### config.mk
export PLATFORM = sky130hd
export DESIGN_NAME = fp_add_pipe
export DESIGN_NICKNAME = d
export VERILOG_FILES = /design/src/rtl/fp_add_pipe.sv
export SDC_FILE = /design/constraint.sdc
export NUM_CORES = 1
export LEC_CHECK = 0
export BUFFER_PORTS_ARGS = -buffer_cell sky130_fd_sc_hd__buf_2
export CORE_UTILIZATION = 45
export DETAILED_ROUTE_END_ITERATION = 10
export PLACE_DENSITY = 0.67
export SLEW_MARGIN = 20
export SYNTH_ARGS = -nofsm -noshare
export SYNTH_HDL_FRONTEND = slang
export SYNTH_SLANG_ARGS = --single-unit
### constraint.sdc
create_clock -name clk -period 8.02 [get_ports clk]
set_input_delay 0.802 -clock clk [delete_from_list [all_inputs] [get_ports clk]]
set_output_delay 0.802 -clock clk [all_outputs]
set_load 0.03 [all_outputs]
### src/rtl/fp_add_pipe.sv
// Pipelined floating-point adder/subtractor: operand capture, unpack/align,
// add/normalise, round/pack. Denormals flush to zero; round to nearest even.
module fp_add_pipe #(
  parameter int EXP_W = 8,
  parameter int MAN_W = 23
) (
  input  logic                 clk,
  input  logic                 rst_n,
  input  logic                 in_valid,
  output logic                 in_ready,
  input  logic [EXP_W+MAN_W:0] a,
  input  logic [EXP_W+MAN_W:0] b,
  input  logic                 op_sub,
  output logic                 out_valid,
  input  logic                 out_ready,
  output logic [EXP_W+MAN_W:0] result,
  output logic [3:0]           flags
);
  localparam int W   = 1 + EXP_W + MAN_W;
  localparam int M1  = MAN_W + 1;
  localparam int XW  = MAN_W + 4;
  localparam int SHW = $clog2(XW) + 1;
  localparam int EW  = EXP_W + SHW + 1;
  localparam logic [EXP_W-1:0]        EMAX  = '1;
  localparam logic signed [EW-1:0]    ETOP  = EW'(EMAX);
  localparam logic signed [EW-1:0]    EZERO = '0;
  localparam logic signed [EW-1:0]    EONE  = EW'(1);
  localparam logic [W-1:0] QNAN = {1'b0, {EXP_W{1'b1}}, 1'b1, {(MAN_W-1){1'b0}}};

  logic adv;
  assign adv      = out_ready | ~out_valid;
  assign in_ready = adv;

  logic         v0, r0_sub;
  logic [W-1:0] r0_a, r0_b;

  logic         s1_v, s1_sign, s1_sub, s1_zsign, s1_spec, s1_inv;
  logic [EXP_W-1:0] s1_exp;
  logic [M1-1:0]    s1_mbig;
  logic [XW-1:0]    s1_small;
  logic [W-1:0]     s1_spec_res;

  logic         s2_v, s2_sign, s2_zero, s2_zsign, s2_spec, s2_inv;
  logic signed [EW-1:0] s2_exp;
  logic [M1-1:0] s2_mant;
  logic [2:0]    s2_grs;
  logic [W-1:0]  s2_spec_res;

  function automatic logic [SHW-1:0] lzc(input logic [XW-1:0] v);
    logic [SHW-1:0] n;
    n = SHW'(XW);
    for (int i = 0; i < XW; i++)
      if (v[i]) n = SHW'(XW - 1 - i);
    return n;
  endfunction

  // Stage 1: decode, flush denormals, order by magnitude, align the smaller operand.
  logic sa, sbe, a_nan, b_nan, a_inf, b_inf, big_sign;
  logic [W-2:0] mag_a, mag_b, mag_big, mag_small;
  logic [EXP_W-1:0] exp_diff;
  logic [SHW-1:0] shamt;
  logic [2*MAN_W+3:0] wide;
  logic [XW-1:0] c1_small;
  logic c1_spec, c1_inv;
  logic [W-1:0] c1_spec_res;

  always_comb begin
    sa    = r0_a[W-1];
    sbe   = r0_b[W-1] ^ r0_sub;
    a_inf = (r0_a[W-2:MAN_W] == EMAX) && (r0_a[MAN_W-1:0] == '0);
    a_nan = (r0_a[W-2:MAN_W] == EMAX) && (r0_a[MAN_W-1:0] != '0);
    b_inf = (r0_b[W-2:MAN_W] == EMAX) && (r0_b[MAN_W-1:0] == '0);
    b_nan = (r0_b[W-2:MAN_W] == EMAX) && (r0_b[MAN_W-1:0] != '0);
    mag_a = (r0_a[W-2:MAN_W] == '0) ? '0 : r0_a[W-2:0];
    mag_b = (r0_b[W-2:MAN_W] == '0) ? '0 : r0_b[W-2:0];
    if (mag_b > mag_a) begin
      mag_big = mag_b; mag_small = mag_a; big_sign = sbe;
    end else begin
      mag_big = mag_a; mag_small = mag_b; big_sign = sa;
    end
    exp_diff = mag_big[W-2:MAN_W] - mag_small[W-2:MAN_W];
    shamt    = (32'(exp_diff) > MAN_W + 3) ? SHW'(MAN_W + 3) : SHW'(exp_diff);
    wide     = {(mag_small[W-2:MAN_W] != '0), mag_small[MAN_W-1:0], {(MAN_W+3){1'b0}}} >> shamt;
    c1_small = {wide[2*MAN_W+3:MAN_W+1], |wide[MAN_W:0]};

    c1_spec     = 1'b0;
    c1_inv      = 1'b0;
    c1_spec_res = QNAN;
    if (a_nan || b_nan) begin
      c1_spec = 1'b1;
    end else if (a_inf && b_inf && (sa != sbe)) begin
      c1_spec = 1'b1;
      c1_inv  = 1'b1;
    end else if (a_inf) begin
      c1_spec     = 1'b1;
      c1_spec_res = {sa, EMAX, {MAN_W{1'b0}}};
    end else if (b_inf) begin
      c1_spec     = 1'b1;
      c1_spec_res = {sbe, EMAX, {MAN_W{1'b0}}};
    end
  end

  // Stage 2: the swap guarantees a non-negative difference, so no sign fix-up is needed.
  logic [XW:0] sum;
  logic [SHW-1:0] lz;
  logic [XW-1:0] c2_norm;
  logic signed [EW-1:0] c2_exp;
  logic c2_zero;

  always_comb begin
    if (s1_sub) sum = {1'b0, s1_mbig, 3'b000} - {1'b0, s1_small};
    else        sum = {1'b0, s1_mbig, 3'b000} + {1'b0, s1_small};
    lz      = lzc(sum[XW-1:0]);
    c2_zero = (sum == '0);
    c2_exp  = $signed(EW'(s1_exp));
    if (sum[XW]) begin
      c2_norm = {sum[XW:2], sum[1] | sum[0]};
      c2_exp  = c2_exp + EONE;
    end else begin
      c2_norm = sum[XW-1:0] << lz;
      c2_exp  = c2_exp - $signed(EW'(lz));
    end
  end

  // Stage 3: round to nearest even, then saturate to Inf or flush to zero.
  logic rup, inexact;
  logic [M1:0] mr;
  logic signed [EW-1:0] e3;
  logic [MAN_W-1:0] frac3;
  logic [W-1:0] c3_res;
  logic [3:0] c3_flags;

  always_comb begin
    inexact = |s2_grs;
    rup     = s2_grs[2] & (s2_grs[1] | s2_grs[0] | s2_mant[0]);
    mr      = {1'b0, s2_mant} + {{M1{1'b0}}, rup};
    e3      = s2_exp;
    frac3   = mr[MAN_W-1:0];
    if (mr[M1]) begin
      e3    = s2_exp + EONE;
      frac3 = '0;
    end
    c3_res   = {s2_sign, e3[EXP_W-1:0], frac3};
    c3_flags = {3'b000, inexact};
    if (s2_spec) begin
      c3_res   = s2_spec_res;
      c3_flags = {s2_inv, 3'b000};
    end else if (s2_zero) begin
      c3_res   = {s2_zsign, {(W-1){1'b0}}};
      c3_flags = 4'b0000;
    end else if (e3 >= ETOP) begin
      c3_res   = {s2_sign, EMAX, {MAN_W{1'b0}}};
      c3_flags = 4'b0101;
    end else if (e3 <= EZERO) begin
      c3_res   = {s2_sign, {(W-1){1'b0}}};
      c3_flags = 4'b0011;
    end
  end

  // Every rank moves together on adv, so a stalled output freezes the whole pipe.
  always_ff @(posedge clk or negedge rst_n) begin
    if (!rst_n) begin
      v0 <= 1'b0; r0_a <= '0; r0_b <= '0; r0_sub <= 1'b0;
      s1_v <= 1'b0; s1_sign <= 1'b0; s1_sub <= 1'b0; s1_zsign <= 1'b0;
      s1_spec <= 1'b0; s1_inv <= 1'b0; s1_exp <= '0; s1_mbig <= '0;
      s1_small <= '0; s1_spec_res <= '0;
      s2_v <= 1'b0; s2_sign <= 1'b0; s2_zero <= 1'b0; s2_zsign <= 1'b0;
      s2_spec <= 1'b0; s2_inv <= 1'b0; s2_exp <= '0; s2_mant <= '0;
      s2_grs <= '0; s2_spec_res <= '0;
      out_valid <= 1'b0; result <= '0; flags <= '0;
    end else if (adv) begin
      v0     <= in_valid;
      r0_a   <= a;
      r0_b   <= b;
      r0_sub <= op_sub;

      s1_v        <= v0;
      s1_sign     <= big_sign;
      s1_sub      <= sa ^ sbe;
      s1_zsign    <= sa & sbe;
      s1_spec     <= c1_spec;
      s1_inv      <= c1_inv;
      s1_exp      <= mag_big[W-2:MAN_W];
      s1_mbig     <= {(mag_big[W-2:MAN_W] != '0), mag_big[MAN_W-1:0]};
      s1_small    <= c1_small;
      s1_spec_res <= c1_spec_res;

      s2_v        <= s1_v;
      s2_sign     <= s1_sign;
      s2_zero     <= c2_zero;
      s2_zsign    <= s1_zsign;
      s2_spec     <= s1_spec;
      s2_inv      <= s1_inv;
      s2_exp      <= c2_exp;
      s2_mant     <= c2_norm[XW-1:3];
      s2_grs      <= c2_norm[2:0];
      s2_spec_res <= s1_spec_res;

      out_valid <= s2_v;
      result    <= c3_res;
      flags     <= c3_flags;
    end
  end
endmodule

Yosys cells after proc, flatten, opt, wreduce, memory -nomap -nowiden. Index checks and enable logic that the tools add are counted.

Word-level logic and storage cells: 126. Bits of input ports: 69. Register bits: 280.

Order comparisons: 4. Equality and inequality tests: 3. Bitwise operators: 9. Add/subtract/negate cells: 7. Shift operators: 2. Reduce and logical (&&, ||, !) cells: 18. Mux-type cells: 56.

Operators with widths (count): $mux W32 (6); $mux W31 (6); $mux W6 (27); $shr A50 B6 Y50 (1); $logic_not A23 Y1 (2); $reduce_bool A23 Y1 (2); $gt A31 B31 Y1 (1); $mux W15 (2); $add A27 B27 Y28 (1); $logic_not A28 Y1 (1); $mux W28 (1); $sub A27 B27 Y28 (1); $mux W27 (1); $shl A27 B6 Y27 (1); $add A24 B1 Y25 (1); $reduce_or A24 Y1 (1); $mux W23 (1); $eq A8 B8 Y1 const B (2); $logic_not A8 Y1 (2); $reduce_bool A8 Y1 (2); $add A15 B2 Y15 const B (1); $ge A15 B9 Y1 const B (1); $le A15 B1 Y1 const B (1); $add A8 B1 Y9 const B (1); other kinds (15) (33).

Longest topological paths before layout. Gate-level depths: netlist of run 1.

Depth in word-level cells: 31. Mapped depth: 34.

Least setup slack after synthesis of run 1. No wires, ideal clock.

Path type: flip-flop to flip-flop. From: reg r0_b[24]. To: reg s1_small[0]. Clock period less this slack: 6.567 ns. Stages on the path, launching flop included: 34. Setup slack: 1.453 ns. Arrival time: 6.429 ns. Cells stage by stage: dfrtp_1 -> clkbuf_1 -> nor4_1 -> nand2_1 -> clkbuf_1 -> clkbuf_1 -> nand2_1 -> inv_1 -> ha_1 -> nand4_1 -> nor4_2 -> nor2b_1 -> a21bo_2 -> clkbuf_1 -> nand2_1 -> clkbuf_1 -> mux2i_1 -> ha_1 -> nand2_1 -> nand3_1 -> a21oi_1 -> o21ai_0 -> nor3_1 -> or2_1 -> or3_1 -> buf_2 -> a2111oi_0 -> nor3_1 -> mux2_2 -> mux2i_1 -> and3_1 -> nand4b_1 -> and4b_1 -> o221ai_1.

Cells in the longest elaborated chain, start to end: 9. Elaborated cells between the ends (all ways): 11. Classes of those cells: add/sub: 1; order compare: 2; shift: 1; mux: 4; reduce/logical: 3.

RTL lines: start: declaration (RTL line 35) `logic [W-1:0] r0_a, r0_b;`; start signal: assignment (RTL line 163) `v0 <= 1'b0; r0_a <= '0; r0_b <= '0; r0_sub <= 1'b0;`; start signal: assignment (RTL line 174) `r0_b <= b;`; $logic_not A8 Y1 (RTL line 75) `mag_b = (r0_b[W-2:MAN_W] == '0) ? '0 : r0_b[W-2:0];`; $mux W31 * (RTL line 75); $gt A31 B31 Y1 (RTL line 76) `if (mag_b > mag_a) begin`; $mux W31 (RTL line 76); $sub A8 B8 Y8 (RTL line 81) `exp_diff = mag_big[W-2:MAN_W] - mag_small[W-2:MAN_W];`; $gt A8 B5 Y1 (RTL line 82) `shamt = (32'(exp_diff) > MAN_W + 3) ? SHW'(MAN_W + 3) : SHW'(exp_diff);`; $mux W6 (RTL line 82); $shr A50 B6 Y50 * (RTL line 83) `wide = {(mag_small[W-2:MAN_W] != '0), mag_small[MAN_W-1:0], {(MAN_W+3){1'b0}}} >> shamt;`; $reduce_or A24 Y1 * (RTL line 84) `c1_small = {wide[2*MAN_W+3:MAN_W+1], |wide[MAN_W:0]};`; end signal: assignment (RTL line 185) `s1_small <= c1_small;`; end: declaration (RTL line 40) `logic [XW-1:0] s1_small;`.

Mark *: on every way between the ends. The rest lies on a longest branch, timed or not. A chain may end at the register's enable or synchronous reset.

Worst setup path in the final report of run 1.
From: reg r0_a[25]. To: reg s1_small[0].

Cells in the longest elaborated chain, start to end: 9. Elaborated cells between the ends (all ways): 11. Classes of those cells: add/sub: 1; order compare: 2; shift: 1; mux: 4; reduce/logical: 3.

RTL lines: start: declaration (RTL line 35); start signal: assignment (RTL line 163); start signal: assignment (RTL line 173) `r0_a <= a;`; $logic_not A8 Y1 (RTL line 74) `mag_a = (r0_a[W-2:MAN_W] == '0) ? '0 : r0_a[W-2:0];`; $mux W31 * (RTL line 74); $gt A31 B31 Y1 (RTL line 76); $mux W31 (RTL line 76); $sub A8 B8 Y8 (RTL line 81); $gt A8 B5 Y1 (RTL line 82); $mux W6 (RTL line 82); $shr A50 B6 Y50 * (RTL line 83); $reduce_or A24 Y1 * (RTL line 84).

Marked as above.

==> key figures, run 1 <==
Setup path
  – RR Endpoint: s1_small[0]$_DFFE_PN0P_
  – Reg-to-reg critical path startpoint: r0_a[25]$_DFFE_PN0P_
  – CP arrival: 8.04 ns
  – Register-to-register setup slack: 0.44 ns
  – Setup Crit Path Kind: flip-flop to flip-flop
  – Worst setup SP type: flip-flop
  – Worst-path fanout max: 27
  – WP data required: between 8 and 9 ns
  – Path depth of the worst reg2reg path: 26
  – Critical Path Sink Type: flip-flop

Cells and area
  – Commonest non-fill, non-tap cells in the layout: 463 x nand2_1, 217 x dfrtp_1, 189 x nor2_1
  – Final net count: 2504
  – Filler cells: 3873
  – Multi-input logic area: 0.01159 mm²
  – Reg area: 0.005430 mm²
  – Area Overhead vs Synth: 9.366%
  – Leading cell type in the layout, fill and taps excluded: nand2_1
  – Layout cells sized above 1: 0.1042
  – Post-layout util: 0.5038

Clock tree
  – CTS root buf: clkbuf_16
  – Reg clk slew, reported paths: about 0.060 ns
  – CTS Buf Count: 25
  – Postcts setup bufs: 0
  – Cts hold-fix bufs: 0
  – Skew-Pair Late Insertion Delay: 0.56 ns
  – Clk sinks: 217
  – Post_cts resized: 0
  – CTS tree: built
  – Number of H-tree levels: 1
  – Clk buf depth: 3

Logic synthesis
  – Mean post-synth cell area: 7.721 µm²
  – Dominant synthesized flop cell: dfrtp_1
  – Syn nets: 2488
  – Yosys warns: 0
  – Synth unique cells: 104
  – Post-synth EDFFs: 0
  – Sequential area share after synthesis: 0.3022
  – Mapped cell area: 0.01797 mm²
  – Async SR Flop Fraction: 1.000
  – Number of synthesized register bits: between 200 and 250
  – Post-Synthesis Cells: 2327

Placed design
  – DP HPWL: ~45000 µm
  – Port buffer count: 106
  – GP Congestion: 1.001

Drt
  – WL final: 59820 µm
  – 1st-pass router iterations: 6
  – Vias per inst: 6.176
  – WL per Instance: around 21 µm
  – DRC Markers: 0
  – Via Count: 17792
  – Number of routed nets with antenna violations: 0
  – Drt initial violations: 1559

GRT
  – Largest net degree at the start of global routing: 200
  – Antenna violations before repair: 1
  – Total grt overflow: 0
  – First-pass GRT wire length: 94960 µm
  – All-layer global routing usage: 0.2898
  – Vias in the first global route: 16849

Floorplan
  – Num rows: 72
  – Die W: slightly above 200 µm
  – Die height: 201.8 µm
  – IO Pins: about 110
  – Core Region: 0.03901 mm²
  – Die Area: slightly above 0.04 mm²
  – Initial Utilization: 0.4606

STA
  – Final Hold Fails: 0
  – # setup viols final: 0
  – RSZ-0062 raised after global routing: no
  – Worst slew margin: 0.2689
  – Crit path time final: 7.579 ns
  – Period utilisation layout: 0.9450
  – Skew final: 0.02181 ns
  – Fmax: 0.1319 GHz
  – Final setup TNS: 0 ns
  – Max Slew Vio Count: 0
  – Worst-Margin Slew: 1.085 ns
  – WHS: 0.1518 ns

Run
  – MaxCap Viol Count: 0

Status
  – Outcome: finished, final reports clean

Hold path
  – Worst min path class: input pin to async pin
-- critical path, cell delays in order (launching register included) --
cell and delay, ns:
dfrtp_1 0.42, nor4_1 0.57, nand2_2 0.51, nand2_1 0.28, ha_1 0.30, a21oi_1 0.18
nand2_1 0.07, o31ai_1 0.61, a21bo_2 0.44, nand2_2 0.12, mux2i_1 0.18, ha_1 0.21
nand2_1 0.08, nand3_1 0.11, a21oi_1 0.09, and2_1 0.17, o211ai_1 0.20, and2_1 0.27
nand4_1 0.34, o21ai_1 0.60, buf_4 0.27, o21ai_0 0.14, o21ai_0 0.52, mux2i_1 0.19
and4_1 0.23, and4b_1 0.20, o221ai_1 0.17
-- synth_stat cells (34+ instances only) --
master,number,area [µm²]
dfrtp_1,217,5430
xnor2_1,34,297.8
nor2_1,190,713.2
a21oi_1,168,840.8
o21ai_0,150,750.7
nand3_1,59,295.3
ha_1,90,1126
mux2i_1,89,890.9
inv_1,94,352.8
nor3_1,38,190.2
clkbuf_1,97,364.1
nand2_1,466,1749
-- area by class of cell --
type                       instances  share of cell area
multi-input combinational       1870              0.5896
sequential                       217              0.2763
timing repair buffer             133             0.03910
clock buffer                      33             0.03540
tap                              518             0.03298
inverter                          96             0.01859
clock inverter                    12            0.007705
antenna                            2           0.0002547
-- worst max-delay path by stage --
| stage | to | slack (ns) | start | cells past startpoint |
|---|---|---|---|---|
| CTS | s1_small[0]$_DFFE_PN0P_ | 0.49 | r0_a[25]$_DFFE_PN0P_ | 26 |
| global placement | s1_small[0]$_DFFE_PN0P_ | 0.46 | r0_a[25]$_DFFE_PN0P_ | 26 |
| floorplan | s1_small[0]$_DFFE_PN0P_ | 1.45 | r0_b[24]$_DFFE_PN0P_ | 33 |
| global route | s1_small[0]$_DFFE_PN0P_ | 0.11 | r0_a[24]$_DFFE_PN0P_ | 26 |
| detailed placement | s1_small[0]$_DFFE_PN0P_ | 0.53 | r0_a[25]$_DFFE_PN0P_ | 26 |
| finish | s1_small[0]$_DFFE_PN0P_ | 0.44 | r0_a[25]$_DFFE_PN0P_ | 26 |
-- registers in the layout, summed over array words and instances (netlist names), 4 cells and up --
register  flops
flags         4
s2_mant      24
s2_exp       10
r0_b         32
r0_a         32
s1_mbig      24
result       32
s1_exp        8
s1_small     27
-- cells by family after synthesis --
| family | after synthesis | share of synthesized area |
|---|---|---|
| xor+xnor | 60 | 0.03008 |
| flops | 217 | 0.3022 |
| compound gates | 648 | 0.2382 |
| fa+ha+maj | 92 | 0.06490 |
| buf+inv | 240 | 0.05494 |
| mux | 115 | 0.06866 |
| simple gates | 955 | 0.2410 |
-- per-stage QoR --
stage / cells / setup slack (ns) / cell area, µm²
final: 2881 / 0.4413 / 19650
after global routing: 2879 / 0.1083 / 19650
after CTS: 2879 / 0.4918 / 19640
after detailed placement: 2834 / 0.5323 / 18790
after global placement: 2834 / 0.4630 / 18790
after floorplan: 2327 / 1.453 / 17970
-- layer usage --
layer	vias to the layer above	part of all wire	GRT usage
met5	-	0	0
met4	0	0.031	0.08685
met3	116	0.061	0.03596
met2	702	0.45	0.4671
met1	8576	0.46	0.4050
li1	8398	-	-
Power of run 1 is left out: the tool's default activity adds up to more than one toggle a clock period on the data nets, which glitch-free logic cannot reach.
==> inputs of run 2 (changes only) <==
--- a/config.mk
+++ b/config.mk
@@ -6,9 +6,10 @@
 export NUM_CORES = 1
 export LEC_CHECK = 0
 export BUFFER_PORTS_ARGS = -buffer_cell sky130_fd_sc_hd__buf_2
-export CORE_UTILIZATION = 45
+export CORE_UTILIZATION = 63
 export DETAILED_ROUTE_END_ITERATION = 10
-export PLACE_DENSITY = 0.67
+export PLACE_DENSITY = 0.87
+export RECOVER_POWER = 25
 export SLEW_MARGIN = 20
 export SYNTH_ARGS = -nofsm -noshare
 export SYNTH_HDL_FRONTEND = slang
==> run 2 against run 1 <==
Against the previous run:
- the flow now finishes with violations (max-capacitance violations, max-slew violations)
- sequential cell count is the same
- first-iteration DRC count is 36% higher
- worst setup slack gained 0.58 ns
- worst hold slack better by 0.29 ns
- critical endpoint unchanged
- highest routed layer unchanged
==> key figures, run 2 (synthesized netlist as in run 1, its figures left out) <==
Run
  – MaxCap Viol Count: 2 (+2)

Setup path
  – Slowest cell delay on critical path: 0.74 ns (+0.13 ns)
  – Worst setup SP type: flip-flop
  – CP arrival: 7.39 ns (-0.65 ns)
  – Worst Setup EP: s1_small[0]$_DFFE_PN0P_
  – Critical Path Sink Type: flip-flop
  – Critical path's slowest cell: or3_1
  – RR Endpoint: s1_small[0]$_DFFE_PN0P_
  – WP data required: 8.41 ns (-0.07 ns)
  – Reg-to-reg critical path startpoint: r0_b[29]$_DFFE_PN0P_
  – Path depth of the worst reg2reg path: 29 (+12%)
  – Worst-path fanout max: 25 (-7.4%)
  – Register-to-register setup slack: 1.02 ns (+0.58 ns)
  – Worst Setup SP: r0_b[29]$_DFFE_PN0P_
  – Most frequent CP cell: nand2_1
  – Setup Crit Path Kind: flip-flop to flip-flop

Cells and area
  – Area Overhead vs Synth: 8.600%
  – Post-layout util: 0.6985 (+0.1948)
  – Commonest non-fill, non-tap cells in the layout: 465 x nand2_1, 217 x dfrtp_1, 189 x nor2_1
  – Design area: 0.01951 mm² (-0.70%)
  – Largest registers: r0_a: 32 flops, r0_b: 32 flops, result: 32 flops
  – Layout cells sized above 1: 0.1052 (+0.001003)
  – Leading cell type in the layout, fill and taps excluded: nand2_1
  – Antenna fix cells: 0 (-2)
  – Final net count: 2509 (+0.20%)

STA
  – Worst-Margin Slew: 5.106 ns (+4.021 ns)
  – RSZ-0062 raised after global routing: no
  – # setup viols final: 0 (unchanged)
  – WHS: 0.4466 ns (+0.2949 ns)
  – Worst slew margin: -2.404 (-2.673)
  – Skew final: 0.02627 ns (+0.004454 ns)
  – Period utilisation layout: 0.8727 (-0.07231)
  – Crit path time final: 6.999 ns (-0.5799 ns)
  – Final setup TNS: 0 ns (unchanged)
  – Max Slew Vio Count: 305 (+305)
  – Final Hold Fails: 0 (unchanged)
  – Fmax: 0.1429 GHz (+8.3%)

Drt
  – Via Count: 18286 (+2.8%)
  – WL final: 59480 µm (-0.56%)
  – 1st-pass router iterations: 6 (unchanged)
  – Vias per inst: 6.662 (+7.9%)
  – Number of routed nets with antenna violations: 0 (unchanged)
  – Drt initial violations: 2125 (+36%)
  – DRC Markers: 0 (unchanged)
  – WL per Instance: 21.67 µm (+4.4%)

Floorplan
  – Initial Utilization: 0.6432 (+0.1826)
  – Core Region: 0.02793 mm² (-28%)
  – IO Pins: 107 (unchanged)
  – Num rows: 61 (-15%)
  – Die Area: 0.02920 mm² (-28%)
  – Die W: 170.9 µm (-15%)
  – Die height: 170.9 µm (-15%)

Placed design
  – Placed Area: 0.01864 mm² (-0.80%)
  – Port buffer count: 106 (unchanged)
  – DP HPWL: 44220 µm (-1.5%)
  – GP Congestion: 1.001 (about the same)

Clock tree
  – Clk buf depth: 3 (unchanged)
  – Clk sinks: 217 (unchanged)
  – Cts hold-fix bufs: 0 (unchanged)
  – CTS Buf Count: 25 (unchanged)
  – Post_cts resized: 0 (unchanged)
  – CTS root buf: clkbuf_16
  – Reg clk slew, reported paths: 0.07 ns (about the same)
  – Postcts setup bufs: 0 (unchanged)
  – CTS tree: built
  – Number of H-tree levels: 1 (unchanged)
  – Skew-Pair Late Insertion Delay: 0.54 ns (-0.02 ns)

GRT
  – Vias in the first global route: 17074 (+1.3%)
  – Antenna violations before repair: 0 (-1)
  – Largest net degree at the start of global routing: 206 (+3.0%)
  – Total grt overflow: 0 (unchanged)
  – First-pass GRT wire length: 93440 µm (-1.6%)
  – All-layer global routing usage: 0.4081 (+0.1184)

Hold path
  – Worst min path class: input pin to flip-flop

Status
  – Violated checks: max-capacitance violations, max-slew violations
  – Outcome: finished with violations
==> run 2: cell count changes in the layout (fill, tap and decap cells not counted), moves of 2 or more <==
cell      before  now
nand2_2        3    1
clkbuf_8       4    7
clkbuf_2       0    2
buf_4         25   30
diode_2        2    0
buf_12         2    0
nand2_1      463  465
clkinv_2       4    1
==> run 2: area by class of cell <==
class | count | area [µm²]
Clock buffer | 36 | 737.0
Clock inverter | 10 | 166.4
Fill cell | 2264 | 8422
Inverter | 96 | 365.4
Multi-Input combinational cell | 1870 | 11580
Sequential cell | 217 | 5430
Tap cell | 378 | 473.0
Timing Repair Buffer | 138 | 764.5
==> run 2: worst max-delay path: cells and delay by family (launching register included) <==
| family | cells | cell delay (ns) |
|---|---|---|
| multiplexers | 3 | 0.79 |
| flip-flops | 1 | 0.44 |
| AND/OR/NAND/NOR | 15 | 3.41 |
| AO/OA/AOI/OAI | 6 | 1.09 |
| buffers and inverters | 3 | 0.54 |
| adder cells (fa/ha/maj) | 2 | 0.55 |
==> run 2: metrics by stage <==
| stage | setup WS (ns) | cells |
|---|---|---|
| 3_5_place_dp | 1.176 | 2699 |
| 6_report | 1.021 | 2745 |
| 4_1_cts | 1.134 | 2745 |
| 2_1_floorplan | 1.453 | 2327 |
| 3_3_place_gp | 1.391 | 2699 |
| 5_1_grt | 0.4855 | 2745 |
==> run 2: how the worst min path moves through the flow <==
stage | start | endpoint | slack [ns] | depth (start not counted)
floorplan | s2_v$_DFFE_PN0P_ | s2_v$_DFFE_PN0P_ | 0.43 | 2
detailed placement | s1_spec_res[30]$_DFFE_PN0P_ | s2_spec_res[30]$_DFFE_PN0P_ | 0.45 | 2
global placement | s2_v$_DFFE_PN0P_ | s2_v$_DFFE_PN0P_ | 0.44 | 2
global route | a[1] | r0_a[1]$_DFFE_PN0P_ | 0.45 | 3
CTS | rst_n | s1_small[9]$_DFFE_PN0P_ | 0.29 | 1
finish | a[7] | r0_a[7]$_DFFE_PN0P_ | 0.45 | 3
==> run 2: routing by layer <==
layer	track usage	up-vias	share of wire
met5	0	-	0
met4	0.1572	0	0.041
met3	0.07957	159	0.094
met2	0.6483	1001	0.46
met1	0.5496	8735	0.41
li1	-	8391	-
Power of run 2 is left out for the same reason.
